===== src/rtl/bitmap_encoder_pkg.sv =====
// Shared types and constants for bitmap_encoder: FSM state enum, default
// widths and the one-hot mask helper used to retire emitted bits.
package bitmap_encoder_pkg;

  localparam int DEF_WIDTH = 8;
  localparam int DEF_IDX_W = $clog2(DEF_WIDTH);
  localparam int MASK_W    = 64;

  typedef enum logic {
    IDLE = 1'b0,
    SCAN = 1'b1
  } state_t;

  // One-hot mask for a bit index; callers slice down to their own width.
  function automatic logic [MASK_W-1:0] idx_mask(input int unsigned idx);
    return MASK_W'(1) << idx;
  endfunction

endpackage


===== src/rtl/bitmap_encoder_bit_find.sv =====
// Combinational first-set-bit finder. Lowest set bit wins by default;
// highest set bit wins when BITMAP_ENCODER_MSB_FIRST_EN is defined.
module bit_find
  import bitmap_encoder_pkg::*;
#(
  parameter int WIDTH = DEF_WIDTH,
  parameter int IDX_W = $clog2(WIDTH)
) (
  input  logic [WIDTH-1:0] vec,
  output logic [IDX_W-1:0] idx,
  output logic             any
);

  always_comb begin
    idx = '0;
    any = |vec;
`ifdef BITMAP_ENCODER_MSB_FIRST_EN
    for (int i = 0; i < WIDTH; i++)
      if (vec[i]) idx = IDX_W'(i);
`else
    for (int i = WIDTH - 1; i >= 0; i--)
      if (vec[i]) idx = IDX_W'(i);
`endif
  end

endmodule


===== src/rtl/bitmap_encoder.sv =====
// Sequential bitmap-to-index encoder: accepts a bitmap, emits one index per
// set bit with last/zero flags. Scan direction set by BITMAP_ENCODER_MSB_FIRST_EN.
module bitmap_encoder
  import bitmap_encoder_pkg::*;
#(
  parameter int WIDTH = DEF_WIDTH,
  parameter int IDX_W = $clog2(WIDTH)
) (
  input  logic             clk,
  input  logic             rst_n,
  input  logic             enable,
  input  logic [WIDTH-1:0] in,
  input  logic             in_valid,
  output logic             in_ready,
  output logic [IDX_W-1:0] out,
  output logic             out_valid,
  input  logic             out_ready,
  output logic             out_last,
  output logic             out_zero
);

  state_t           state;
  logic [WIDTH-1:0] pending;
  logic             zero_flag;

  logic [IDX_W-1:0]  find_idx;
  logic              find_any;
  logic              single;
  logic              scanning;
  logic [MASK_W-1:0] mask_full;
  logic [WIDTH-1:0]  emit_mask;

  bit_find #(
    .WIDTH(WIDTH),
    .IDX_W(IDX_W)
  ) u_find (
    .vec(pending),
    .idx(find_idx),
    .any(find_any)
  );

  // Exactly one bit left: nonzero and clearing its lowest set bit leaves zero.
  assign single    = find_any && ((pending & (pending - WIDTH'(1))) == '0);
  assign scanning  = (state == SCAN);
  assign mask_full = idx_mask(32'(find_idx));
  assign emit_mask = mask_full[WIDTH-1:0];

  assign in_ready  = enable && (state == IDLE);
  assign out_valid = enable && scanning;
  assign out       = (scanning && !zero_flag) ? find_idx : '0;
  assign out_last  = scanning && (single || zero_flag);
  assign out_zero  = zero_flag;

  always_ff @(posedge clk or negedge rst_n) begin
    if (!rst_n) begin
      state     <= IDLE;
      pending   <= '0;
      zero_flag <= 1'b0;
    end else begin
      case (state)
        IDLE: begin
          if (in_valid && in_ready) begin
            pending   <= in;
            zero_flag <= (in == '0);
            state     <= SCAN;
          end
        end
        SCAN: begin
          if (out_valid && out_ready) begin
            pending <= pending & ~emit_mask;
            if (out_last) begin
              state     <= IDLE;
              zero_flag <= 1'b0;
            end
          end
        end
        default: state <= IDLE;
      endcase
    end
  end

endmodule


===== config.mk =====
export PLATFORM = sky130hd
export DESIGN_NAME = bitmap_encoder
export DESIGN_NICKNAME = d
export VERILOG_FILES = /design/src/rtl/bitmap_encoder_pkg.sv /design/src/rtl/bitmap_encoder_bit_find.sv /design/src/rtl/bitmap_encoder.sv
export SDC_FILE = /design/constraint.sdc
export NUM_CORES = 1
export LEC_CHECK = 0
export ABC_CLOCK_PERIOD_IN_PS = 2000
export BUFFER_PORTS_ARGS = -buffer_cell sky130_fd_sc_hd__buf_2
export CAP_MARGIN = 25
export CORE_MARGIN = 10
export CORE_UTILIZATION = 40
export CTS_BUF_LIST = sky130_fd_sc_hd__clkbuf_4 sky130_fd_sc_hd__clkbuf_8
export CTS_CLUSTER_DIAMETER = 40
export CTS_CLUSTER_SIZE = 10
export DETAILED_ROUTE_END_ITERATION = 7
export HOLD_SLACK_MARGIN = 0.15
export PLACE_DENSITY = 0.62
export SYNTH_ARGS = -nofsm -noshare
export SYNTH_HDL_FRONTEND = slang
export SYNTH_SLANG_ARGS = --single-unit

===== constraint.sdc =====
create_clock -name clk -period 2 [get_ports clk]
set_input_delay 0.1 -clock clk [delete_from_list [all_inputs] [get_ports clk]]
set_output_delay 0.1 -clock clk [all_outputs]
set_load 0.01 [all_outputs]

== Word level (Yosys, flattened, before mapping) ==
Cells that the tools add are included.
Storage, ports and cells
  memories: 0
  bits in latches: 0
  RAM bits: 0
  memory bits (read-only): 0
  register bits: 10
  word-level logic and storage cells: 46
  output and inout port bits: 7
Operators by class
  bitwise logic cells: 4
  div/mod/pow operators: 0
  multiply operators: 0
  magnitude comparators: 0
  reduce and logical (&&, ||, !) cells: 14
  add/sub/neg operators: 1
  muxes and demuxes: 20
  equal/unequal tests: 3
  shifts and indexed selects: 1
Operators by type and width (number)
  3-bit 2-to-1 mux: 9
  8-bit bitwise AND: 2
  8-bit zero test: 2
  8-bit 2-to-1 mux: 2
  8-bit one-hot mux with 2 select lines: 1
  8-bit inverter: 1
  8-bit OR reduction: 1
  1-bit by 3-bit left shift with 8-bit output, first input constant: 1
  8-bit by 1-bit subtractor with 8-bit output, second input constant: 1
  1-bit logical AND: 7
  1-bit 2-to-1 mux: 6
  2-bit by 1-bit != test with 1-bit output, second input constant: 2
  1-bit one-hot mux with 2 select lines: 2
  3-bit AND reduction: 1
  2-bit != test, second input constant: 1
  2-bit AND reduction: 1
  1-bit zero test: 1
  1-bit logical OR: 1
  1-bit inverter: 1

== Logic depth before layout (Yosys ltp) ==
  depth in word-level cells: 13
  mapped depth: 6
  mapped depth without buffers: 5

== Hierarchy ==
A second synthesis with hierarchy kept.
Second synthesis, totals
  cells, all modules: 91
  area total of the unflattened synthesis: 755.7 um^2
Modules (own cells, without submodules)
  bitmap_encoder: area an instance 674.4 um^2, instances 1, cells each 78
  bit_find: area an instance 81.3 um^2, instances 1, cells each 13

== Least setup slack after synthesis ==
OpenSTA, ideal clock, no wires.
  kind: flip-flop to output port
  start point: register pending[7]
  end point: output out_last
  slack: 564 ps
  data arrival time: 1336 ps
  stages on the path, launching flop included: 6
  required time: 1900 ps
  cell sequence: dfrtp_1 > nor4_4 > nand2_1 > a31o_1 > a21boi_1 > o21a_1
On the way
  cells in the longest elaborated chain, start to end: 6
Ends and longest elaborated chain
  start, declared: RTL line bitmap_encoder.sv:23  | logic [WIDTH-1:0] pending;
  start signal, assigned: RTL line bitmap_encoder.sv:63  | pending <= in;
  start signal, assigned: RTL line bitmap_encoder.sv:70  | pending <= pending & ~emit_mask;
  8-bit by 1-bit subtractor with 8-bit output: RTL line bitmap_encoder.sv:43  | assign single = find_any && ((pending & (pending - WIDTH'(1))) == '0);
  8-bit bitwise AND: RTL line bitmap_encoder.sv:43
  8-bit zero test: RTL line bitmap_encoder.sv:43
  1-bit logical AND (*): RTL line bitmap_encoder.sv:43
  1-bit logical OR (*): RTL line bitmap_encoder.sv:51  | assign out_last = scanning && (single || zero_flag);
  1-bit logical AND (*): RTL line bitmap_encoder.sv:51
  end, declared: RTL line bitmap_encoder.sv:18  | output logic out_last,
Mark *: on every way between the ends. The rest lies on a longest branch, timed or not.

== Final worst setup path ==
Ends and elaborated chain as after synthesis.

==> impl_metrics.prom <==
# TYPE chip_impl_metric gauge
chip_impl_info{name="crit_path_cell_trace",value="nor4_4 > nand2_1 > a31o_1 > a21boi_1 > o21a_1 > buf_2"} 1
chip_impl_info{name="worst_setup_path_start_kind",value="flip-flop"} 1
chip_impl_metric{name="detail_route.first_pass.iterations",unit=""} 4
chip_impl_metric{name="seq_power_share",unit=""} 0.390
chip_impl_metric{name="critical-path-max-stage-delay",unit="ns"} 0.49
chip_impl_info{name="worst_hold_path_type",value="in2reg"} 1
chip_impl_metric{name="port_buffers",unit=""} 19
chip_impl_metric{name="post_synth_instance_area",unit="sq um"} 689
chip_impl_metric{name="finalWirelength",unit="um"} 1930
chip_impl_metric{name="pwr-share-clk",unit=""} 0.106
chip_impl_metric{name="timing.final.ws_setup",unit="ns"} 0.105
chip_impl_metric{name="layout-drive-gt1-share",unit=""} 0.252
chip_impl_metric{name="detailed_place_hpwl",unit="um"} 1480
chip_impl_metric{name="synth_compound_gate_area_share",unit=""} 0.245
chip_impl_metric{name="number_of_buffers_created_by_cts",unit=""} 3
chip_impl_metric{name="switchingPower",unit="uW"} 563
chip_impl_info{name="leading_cell_type_in_the_layout_fill_and_taps_excluded",value="sky130_fd_sc_hd__buf_2"} 1
chip_impl_info{name="synth_top_family_by_area",value="simple AND/OR/NAND/NOR gates"} 1
chip_impl_info{name="critical_path_capture_point_type",value="output pin"} 1
chip_impl_metric{name="yosysWarningCount",unit=""} 0
chip_impl_metric{name="dr.first_iter.drc_count",unit=""} 13
chip_impl_metric{name="grt_max_degree",unit=""} 12
chip_impl_metric{name="post_synth_xor_area_fraction",unit=""} 0
chip_impl_metric{name="gp_congestion",unit=""} 0.789
chip_impl_metric{name="drt.antenna.violating_nets",unit=""} 0
chip_impl_metric{name="yosysSeqAreaShare",unit=""} 0.363
chip_impl_metric{name="post_route_met1_wirelength",unit="um"} 879
chip_impl_metric{name="num_antenna_cells",unit=""} 0
chip_impl_metric{name="grt_pass1_wl",unit="um"} 3220
chip_impl_metric{name="fp.dieArea",unit="sq mm"} 0.00378
chip_impl_metric{name="wl_met2",unit="um"} 937
chip_impl_metric{name="timing.max_cap.violations",unit=""} 0
chip_impl_metric{name="cts.path.max_buffers",unit=""} 2
chip_impl_metric{name="int_power",unit="uW"} 636
chip_impl_info{name="rsz0062_at_grt",value="no"} 1
chip_impl_metric{name="worst_vdd_drop",unit="mV"} 0.759
chip_impl_metric{name="clock_latency",unit="ns"} 0.25
chip_impl_metric{name="post_drt_wl_per_cell",unit="um"} 15.7
chip_impl_metric{name="pwr-share-comb",unit=""} 0.504
chip_impl_metric{name="route.met3.wl",unit="um"} 96
chip_impl_metric{name="crit_path_max_fanout",unit=""} 7
chip_impl_metric{name="floorplan.initialDensity",unit=""} 0.442
chip_impl_info{name="top_routing_layer_in_use",value="met4"} 1
chip_impl_metric{name="fin_setup_tns",unit="ns"} 0
chip_impl_metric{name="synth_simple_gate_area_share",unit=""} 0.292
chip_impl_metric{name="worst_slew_pin_slew",unit="ns"} 0.393
chip_impl_metric{name="pin_count",unit=""} 20
chip_impl_metric{name="fin_crit",unit="ns"} 1.90
chip_impl_metric{name="synth-adder-area-share",unit=""} 0.0145
chip_impl_metric{name="nets",unit=""} 122
chip_impl_metric{name="synth_edf_count",unit=""} 0
chip_impl_metric{name="finalHoldViolations",unit=""} 0
chip_impl_metric{name="die_w",unit="um"} 61.5
chip_impl_info{name="status",value="finished, final reports clean"} 1
chip_impl_metric{name="cts_max_level",unit=""} 1
chip_impl_metric{name="vias_per_cell",unit=""} 5.81
chip_impl_metric{name="globalRouteTotalUtil",unit=""} 0.111
chip_impl_info{name="timing_worst_setup_path_type",value="reg2out"} 1
chip_impl_metric{name="syn_avg_cell_area",unit="sq um"} 8.41
chip_impl_metric{name="route.detailed.drc",unit=""} 0
chip_impl_metric{name="die_y",unit="um"} 61.5
chip_impl_metric{name="power.total",unit="uW"} 1200
chip_impl_metric{name="postSynthNetCount",unit=""} 95
chip_impl_metric{name="floorplan.core_area",unit="sq mm"} 0.00156
chip_impl_metric{name="max_freq",unit="GHz"} 0.528
chip_impl_metric{name="clk_transition_reported_paths",unit="ns"} 0.05
chip_impl_metric{name="route.vias.total",unit=""} 715
chip_impl_metric{name="cellLeakagePower",unit="uW"} 0.000396
chip_impl_info{name="cts_tree",value="yes"} 1
chip_impl_metric{name="worst_slack_placed",unit="ns"} 0.373
chip_impl_metric{name="slew_viol_final",unit=""} 0
chip_impl_metric{name="synth_async_sr_flop_share",unit=""} 1.00
chip_impl_metric{name="critical_path_required",unit="ns"} 1.90
chip_impl_info{name="cell_at_the_root_of_the_clock_tree",value="sky130_fd_sc_hd__clkbuf_4"} 1
chip_impl_metric{name="setup_viol_count_final",unit=""} 0
chip_impl_metric{name="number_of_distinct_library_cells_after_synthesis",unit=""} 36
chip_impl_info{name="postSynth.topFlopCell",value="sky130_fd_sc_hd__dfrtp_1"} 1
chip_impl_metric{name="sw_frac_of_total",unit=""} 0.470
chip_impl_metric{name="rows",unit=""} 14
chip_impl_metric{name="share_of_cell_area_taken_by_muxes_after_synthesis",unit=""} 0.0454
chip_impl_metric{name="grt.overflow.total",unit=""} 0
chip_impl_metric{name="grt_pass1_vias",unit=""} 687
chip_impl_metric{name="post_route_skew",unit="ns"} 0.00495
chip_impl_metric{name="pwr_density_cell",unit="mW/mm^2"} 1360
chip_impl_metric{name="cts.sink_count",unit=""} 10
chip_impl_metric{name="final_core_utilization",unit=""} 0.563
chip_impl_metric{name="synth-seq-cells",unit=""} 10
chip_impl_metric{name="crit_arrival",unit="ns"} 1.80
chip_impl_metric{name="slew-limit-headroom",unit=""} 0.738
chip_impl_info{name="highest_count_cells_in_the_layout_ignoring_fill_and_taps",value="19 x sky130_fd_sc_hd__buf_2, 12 x sky130_fd_sc_hd__nand2_1, 10 x sky130_fd_sc_hd__nor2_1"} 1
chip_impl_info{name="critical_path.slowest_cell",value="sky130_fd_sc_hd__dfrtp_1"} 1
chip_impl_metric{name="initial_antenna_violation_count",unit=""} 0
chip_impl_metric{name="syn_to_final_growth",unit="%"} 27.4
chip_impl_metric{name="period_share",unit=""} 0.948
chip_impl_metric{name="synth_cells",unit=""} 82
synth_stat cells, types with 2 or more instances:
master | number | share of area
sky130_fd_sc_hd__a21oi_1 | 4 | 0.029
sky130_fd_sc_hd__dfrtp_1 | 10 | 0.36
sky130_fd_sc_hd__o31ai_1 | 2 | 0.022
sky130_fd_sc_hd__mux2i_1 | 2 | 0.029
sky130_fd_sc_hd__nand2b_1 | 2 | 0.018
sky130_fd_sc_hd__nor3_1 | 3 | 0.022
sky130_fd_sc_hd__and2_1 | 2 | 0.018
sky130_fd_sc_hd__o21ai_0 | 3 | 0.022
sky130_fd_sc_hd__a22o_1 | 2 | 0.025
sky130_fd_sc_hd__nand2_1 | 12 | 0.065
sky130_fd_sc_hd__inv_1 | 2 | 0.011
sky130_fd_sc_hd__a31oi_1 | 2 | 0.018
sky130_fd_sc_hd__buf_2 | 4 | 0.029
sky130_fd_sc_hd__nor2_1 | 10 | 0.054
through the flow:
stage | hold slack [ns] | instance area, sq um | std cells
after global routing | 0.212 | 878 | 123
after floorplan | -0.196 | 689 | 82
after CTS | 0.187 | 877 | 123
final | 0.193 | 878 | 123
after detailed placement | -0.0351 | 785 | 113
after global placement | -0.0339 | 785 | 113
worst max-delay path: cells and delay by family, from the launching register on:
kind	cells	cell delay, ns
compound gates	3	0.50
flops	1	0.49
simple gates	2	0.44
buf+inv	1	0.12
cell type report:
class | instances | area (sq um)
well taps | 16 | 20.0
multi-input cells | 66 | 412
fillers | 158 | 681
clock buffers | 3 | 22.5
repair buffers | 26 | 165
flip-flops and latches | 10 | 251
inverters | 2 | 7.51
sequential cells by signal (all words and copies together) (netlist names):
name / flops
out_zero: 1
scanning: 1
pending: 8
cell families (layout without fill, tap and decap cells):
kind of cell / Yosys count / in the layout
buf+inv: 6 / 31
fa+ha+maj: 1 / 1
mux: 3 / 3
compound gates: 24 / 24
simple gates: 38 / 38
flops: 10 / 10
power by group through the flow:
stage,combinational [uW],sequential [uW],clock (uW)
2_1_floorplan,508,370,0
3_3_place_gp,593,463,0
3_5_place_dp,596,465,0
4_1_cts,610,461,132
5_1_grt,702,485,138
6_report,604,468,127
layer usage:
metal  vias to the layer above  GRT usage
met2                        13      0.170
met4                         0     0.0478
li1                        359          -
met3                         2     0.0226
met1                       341      0.146
met5                         -          0
what timing repair did:
action,4_1_cts,5_1_grt
endpoints found under the hold margin,16,0
setup endpoints to repair,0,1
setup buffers,0,0
resized for setup,0,1
hold buffers,7,0
path summary, 6_finish.rpt:
kind / start / to / slack (ns) / cells past startpoint
setup / recovery: pending[7] / out_last / 0.10 / 6
hold / removal: in[7] / pending[7] / 0.19 / 3
setup reg to reg: scanning / pending[6] / 0.39 / 4
hold reg to reg: out_zero / out_zero / 0.60 / 1
max in group asynchronous: rst_n / pending[5] / 1.57 / 2
min in group asynchronous: rst_n / pending[3] / 0.22 / 2
Power figures use the tool's default switching activity.
